<file path="config.mk">
export PLATFORM = sky130hd
export DESIGN_NAME = fetch_step_ctrl
export DESIGN_NICKNAME = d
export VERILOG_FILES = /design/src/rtl/fetch_step_ctrl.sv
export SDC_FILE = /design/constraint.sdc
export NUM_CORES = 1
export LEC_CHECK = 0
export ABC_CLOCK_PERIOD_IN_PS = 2000
export CORE_MARGIN = 3
export CORE_UTILIZATION = 45
export CTS_CLUSTER_SIZE = 20
export DETAILED_ROUTE_END_ITERATION = 10
export PLACE_DENSITY = 0.69
export SETUP_SLACK_MARGIN = 0.5
export SYNTH_ARGS = -nofsm -noshare
export SYNTH_HDL_FRONTEND = slang
export SYNTH_SLANG_ARGS = --single-unit
</file>
<file path="constraint.sdc">
create_clock -name clk -period 2 [get_ports clk]
set_input_delay 0.4 -clock clk [delete_from_list [all_inputs] [get_ports clk]]
set_output_delay 0.4 -clock clk [all_outputs]
set_load 0.02 [all_outputs]
</file>
<file path="src/rtl/fetch_step_ctrl.sv">
`default_nettype none
// ============================================================================
// Module      : fetch_step_ctrl
// Description : Walks the instruction address through the instruction store
//               at a divided-down rate and captures each instruction into
//               result. The optional single-step mode is enabled by defining
//               SINGLE_STEP_EN.
// Revision    : 1.0 - initial release
// ============================================================================
module fetch_step_ctrl #(
    parameter int                ADDR_W    = 2,
    parameter int                INST_W    = 8,
    parameter int                LAST_ADDR = 3,
    parameter int                TICK_DIV  = 50_000_000,
    parameter logic [INST_W-1:0] HALT_OP   = 8'hFF
) (
    input  logic              clk,
    input  logic              rst,
    input  logic              run,
    input  logic              step,
    input  logic [INST_W-1:0] instruction,
    output logic [ADDR_W-1:0] address,
    output logic [INST_W-1:0] result,
    output logic              result_valid,
    output logic              halted,
    output logic [2:0]        state
);

    typedef enum logic [2:0] {
        S_IDLE    = 3'd0,
        S_WAIT    = 3'd1,
        S_FETCH   = 3'd2,
        S_CAPTURE = 3'd3,
        S_HALTED  = 3'd4
    } state_t;

    localparam int                 c_TICK_W    = (TICK_DIV > 1) ? $clog2(TICK_DIV) : 1;
    localparam logic [c_TICK_W-1:0] c_TICK_LAST = c_TICK_W'(TICK_DIV - 1);
    localparam logic [ADDR_W-1:0]   c_LAST_ADDR = ADDR_W'(LAST_ADDR);

    state_t              r_state;
    logic [c_TICK_W-1:0] r_tick;
    logic [ADDR_W-1:0]   r_address;
    logic [INST_W-1:0]   r_result;
    logic                r_result_valid;
    logic                r_halted;

    logic                w_step_edge;
    logic [ADDR_W-1:0]   w_next_addr;

`ifdef SINGLE_STEP_EN
    logic r_step_q;

    always_ff @(posedge clk or negedge rst) begin
        if (!rst) begin
            r_step_q <= 1'b0;
        end else begin
            r_step_q <= step;
        end
    end

    assign w_step_edge = step & ~r_step_q;
`else
    logic w_unused_step;

    assign w_unused_step = step;
    assign w_step_edge   = 1'b0;
`endif

    // Wrap is checked against LAST_ADDR, not the natural ADDR_W rollover.
    assign w_next_addr = (r_address == c_LAST_ADDR) ? '0 : r_address + ADDR_W'(1);

    always_ff @(posedge clk or negedge rst) begin
        if (!rst) begin
            r_state        <= S_IDLE;
            r_tick         <= '0;
            r_address      <= '0;
            r_result       <= '0;
            r_result_valid <= 1'b0;
            r_halted       <= 1'b0;
        end else begin
            r_result_valid <= 1'b0;
            case (r_state)
                S_IDLE: begin
                    r_tick <= '0;
                    if (run) begin
                        r_state <= S_WAIT;
                    end else if (w_step_edge) begin
                        r_state <= S_FETCH;
                    end
                end
                S_WAIT: begin
                    if (!run) begin
                        r_state <= S_IDLE;
                        r_tick  <= '0;
                    end else if (r_tick == c_TICK_LAST) begin
                        r_state <= S_FETCH;
                        r_tick  <= '0;
                    end else begin
                        r_tick <= r_tick + c_TICK_W'(1);
                    end
                end
                S_FETCH: begin
                    r_state <= S_CAPTURE;
                end
                S_CAPTURE: begin
                    r_result       <= instruction;
                    r_result_valid <= 1'b1;
                    // A halt opcode leaves the address on the halting instruction.
                    if (instruction == HALT_OP) begin
                        r_state  <= S_HALTED;
                        r_halted <= 1'b1;
                    end else begin
                        r_address <= w_next_addr;
                        r_state   <= run ? S_WAIT : S_IDLE;
                    end
                end
                S_HALTED: begin
                    if (!run) begin
                        r_state  <= S_IDLE;
                        r_halted <= 1'b0;
                    end
                end
                default: begin
                    r_state  <= S_IDLE;
                    r_tick   <= '0;
                    r_halted <= 1'b0;
                end
            endcase
        end
    end

    assign address      = r_address;
    assign result       = r_result;
    assign result_valid = r_result_valid;
    assign halted       = r_halted;
    assign state        = r_state;

endmodule
`default_nettype wire
</file>
---- Yosys cells after proc, flatten, opt, wreduce, memory -nomap -nowiden ----
Cells that the tools add are included.
word-level totals
  bits in registers ....................... 41
  input bits .............................. 12
  output and inout bits ................... 15
  word-level logic and storage cells ...... 42
operators by class
  add/subtract/negate cells ............... 2
  equality and inequality tests ........... 11
  multiplexer cells ....................... 15
  bitwise gates (word level) .............. 2
  reductions and logical operators ........ 6
operators by type and width
  operator                                        number
  2-to-1 mux 26 bit                               2
  one-hot mux 26 bit (2 select lines)             1
  adder 26 x 1 -> 26 bit (second input constant)  1
  == test 26 bit (second input constant)          1
  2-to-1 mux 3 bit                                5
  one-hot mux 3 bit (5 select lines)              1
  == test 8 bit (second input constant)           1
  == test 3 x 2 -> 1 bit (second input constant)  2
  != test 2 bit (second input constant)           3
  AND reduction 3 bit                             2
  OR reduction 3 bit                              2
  2-to-1 mux 1 bit                                4
  == test 3 x 1 -> 1 bit (second input constant)  1
  == test 3 bit (second input constant)           1
  zero test 3 bit                                 1
  != test 3 bit (second input constant)           1
  one-hot mux 1 bit (3 select lines)              1
  adder 2 x 1 -> 2 bit (second input constant)    1
  == test 2 bit (second input constant)           1
  2-to-1 mux 2 bit                                1
  inverter 1 bit                                  2
  AND reduction 2 bit                             1

---- Longest topological paths before layout ----
  depth after elaboration ................. 4
  mapped depth ............................ 8

---- Worst setup path before layout ----
OpenSTA, ideal clock, no wires.
  path kind ............................... reg-to-reg
  start ................................... register r_tick[11]
  end ..................................... register r_tick[12]
  setup time .............................. 0.137 ns
  arrival time ............................ 1.725 ns
  path slack .............................. 0.138 ns
  stages on the path, launching flop included .. 9
  path buffers ............................ 3
  clock period less this slack ............ 1.862 ns
  cells stage by stage .................... dfrtp_1 -> buf_6 -> nor4_1 -> nand3b_1 -> or4_1 -> buf_6 -> nand2_8 -> buf_12 -> a21oi_1
between the ends
  word-level cells in the longest chain between the ends .. 4
  elaborated cells between the ends (all ways) .. 5
ends and longest elaborated chain
  what                                                      RTL line  RTL
  from (decl)                                               42        logic [c_TICK_W-1:0] r_tick;
  from (signal assigned)                                    100       r_tick <= r_tick + c_TICK_W'(1);
  adder 26 x 1 -> 26 bit or == test 26 bit (tied branches)  100, 96
  2-to-1 mux 26 bit (*)                                     96        end else if (r_tick == c_TICK_LAST) begin
  2-to-1 mux 26 bit (*)                                     93        if (!run) begin
  one-hot mux 26 bit (2 select lines) (*)                   83        case (r_state)
Mark *: on every way between the ends. The rest lies on a longest branch, timed or not.
A chain may end at the register's enable or synchronous reset.

---- Worst setup path after layout ----
  start ................................... register r_tick[18]
  end ..................................... register r_tick[18]
Same word-level chain as after synthesis.

==> impl_metrics.yaml <==
place:
  placed_cell_area_um2: 2738
  io_buffer_count: 25
  place.gp.congestion: 0.7917
  dpl.hpwl_mm: 3.468
grt:
  grt_pass1_vias: 1927
  grt_usage_pct: 19.01
  antenna_found_initial: 0
  grt_first_pass_wirelength_mm: 9.087
  grt-ovfl-total: 0
  grt_max_degree: 42
synth:
  ys_seq_area_share_pct: 45.78
  synth_nets: 252
  syn_inst: 238
  yosys.area.top_type: "dfrtp_1"
  synth_edf_count: 0
  synth-async-reset-ratio_pct: 100.0
  ys_warn_count: 0
  postSynthAreaPerCell_um2: 9.416
  ys.flop_type: "dfrtp_1"
  yosys-top-cells-count: "nand2_1 (46), dfrtp_1 (41), nand3_1 (15), a21oi_1 (12)"
  synth_cell_types: 48
  synth_top_cell_area_share_pct: 45.78
  synth.most_common_cell: "nand2_1"
  syn-cell-area_um2: 2241
  ys_ff_latch: 41
  synth.area.top_cells: "dfrtp_1 (46%), nand2_1 (7.7%), xor2_1 (3.9%)"
floorplan:
  die_w_um: 76.57
  die_h_um: 76.57
  io_pins: 27
  fp-row-count: 25
  start_util_pct: 47.13
  core_area_um2: 4755
  die_area_um2: 5862
pwr:
  p_per_area_nw_per_um2: 556.0
  swShare_pct: 20.01
  switching_power_mw: 0.3432
  p_leak_nw: 1.353
  internal_power_mw: 1.372
  pwr-share-clk_pct: 45.7
  share_comb_of_total_power_pct: 5.6
  p_seq_share_pct: 48.7
  ir_drop_v: 0.0003610
setup_path:
  worst-setup-path-type: "flip-flop to flip-flop"
  cp-end-kind: "flip-flop"
  start_kind: "flip-flop"
  cp_max_fo: 17
  rrSetupSlack_ps: 140
  reg2reg_to: "r_tick[18]"
  cp_data_arrival_time_ps: 2020
  r2r_start: "r_tick[18]"
  r2r_cells: 6
  required_ps: 2170
drt:
  drc_errors: 0
  viasPerCell: 5.492
  dr.first_iter.drc_count: 99
  vias: 1988
  drtPass1Iterations: 4
  drtAntennaViolNets: 0
  wl_per_cell_um: 14.78
  drt-total-wl_mm: 5.349
finish:
  nets: 308
  area_delta_synth_final_pct: 37.63
  drive_above_1_share_pct: 29.15
  finalInstanceArea_um2: 3084
  n_antenna_cell: 0
  fin_util_pct: 64.87
timing:
  hold_violations: 0
  setup_viol: 0
  worstMarginPinSlew_ps: 413.6
  rsz0062_at_grt: "yes"
  fmaxAchievable_mhz: 538.6
  slew_viol_final: 0
  slew_headroom_pct: 72.33
  layout_min_cycle_time_ps: 1857
  skew_ps: 5.416
  setup_tns_ps: 0
  finalCritPeriodShare_pct: 92.83
clock_network:
  cts_tree: "built"
  cts_buffers: 5
  cts.reportedPaths.clkPinSlew_ps: 80
  holdBufCountCts: 0
  clockBufferDepth: 2
  root_buffer: "clkbuf_8"
  cts_sinks: 41
  htreeDepth: 2
  clk_latency_ps: 300
status:
  status: "completed"
worst_hold_path:
  hold_path.class: "primary input to async pin"
job:
  max_cap_violations: 0
metal layers:
layer	vias to the layer above	part of all wire (%)	GRT usage, %
met5	-	0	0
li1	973	-	-
met4	0	1.3	5.072
met3	7	4.8	4.492
met1	954	48	25.61
met2	54	46	30.76
how the worst max path moves through the flow:
stage                    start         end  cells past startpoint
floorplan            r_tick[0]  r_tick[12]                      8
global placement           run   r_tick[5]                      5
detailed placement         run   r_tick[8]                      5
CTS                  r_tick[7]   r_tick[1]                      5
global route         r_tick[7]  r_tick[16]                      6
finish              r_tick[18]  r_tick[18]                      6
power groups by stage:
stage	registers [mW]	logic, mW	clock network [mW]
2_1_floorplan	0.854	0.0323	0
3_3_place_gp	0.852	0.0843	0
3_5_place_dp	0.852	0.0847	0
4_1_cts	0.835	0.0910	0.808
5_1_grt	0.836	0.107	0.842
6_report	0.835	0.0961	0.783
metrics by stage:
step           setup WS, ps  std cells  total power, mW  hold slack [ps]
3_5_place_dp          30.58        339           0.9367            393.7
3_3_place_gp          57.56        339           0.9360            391.3
2_1_floorplan         184.3        238           0.8860            104.4
4_1_cts               143.2        353            1.734            71.88
6_report              143.4        362            1.715            62.94
5_1_grt               86.75        362            1.786            86.20
layout by cell type, fill, tap and decap left out, drive strengths merged, types with 2 or more instances in the layout:
master	netlist	layout
dlygate4sd2	0	12
inv	6	6
nand4	12	12
nor2	11	11
a22oi	5	5
dfrtp	41	41
dlymetal6s2s	0	2
a21o	2	2
o31ai	3	3
or2	2	3
o41ai	2	2
nand2	47	47
o21ai	11	11
clkdlybuf4s50	0	8
xor2	10	10
clkbuf	7	5
nand3b	4	4
bufinv	0	2
or3	4	4
nor4	5	5
a31oi	2	2
ha	2	2
and3	3	3
or4	5	5
nor3	4	4
a21oi	13	13
clkdlybuf4s15	0	2
buf	6	37
nand3	17	17
cell type report:
class	instances	area, um^2
fillers	396	1670
multi-input cells	179	1259
flip-flops and latches	41	1039
repair buffers	61	544.3
well taps	67	83.83
clock buffers	5	68.82
clock inverters	3	65.06
inverters	6	25.02
timing repair:
| action | CTS | global route |
|---|---|---|
| hold endpoints to repair | 0 | 0 |
| gates resized for setup | 26 | 22 |
| gates cloned | 1 | 0 |
| pin swaps | 4 | 12 |
| buffers inserted | 5 | 9 |
| endpoints found under the setup margin | 42 | 32 |
registers in the layout (all words and copies together), names as in the netlist:
| name | cells |
|---|---|
| address | 2 |
| halted | 1 |
| r_tick | 26 |
| result | 8 |
| result_valid | 1 |
| state | 3 |
critical path, stage by stage, from the launching register on:
cell and delay [ps]:
dfrtp_1 400, nor4b_2 270, nand4bb_1 150, or4_4 510
buf_8 160, nand2_8 120, a22oi_1 110
kinds of logic (layout without fill, tap and decap cells):
family	count (synthesis)	count (layout)	synth area share, %
DFF	41	41	45.78
adders and majority gates	2	2	1.117
and+or+nand+nor	121	122	30.99
AOI/OAI and AO/OA	44	44	12.95
xor gates and xnor gates	10	10	3.908
buffers and inverters	19	75	4.746
muxes	1	1	0.5025
Power figures use the tool's default switching activity.
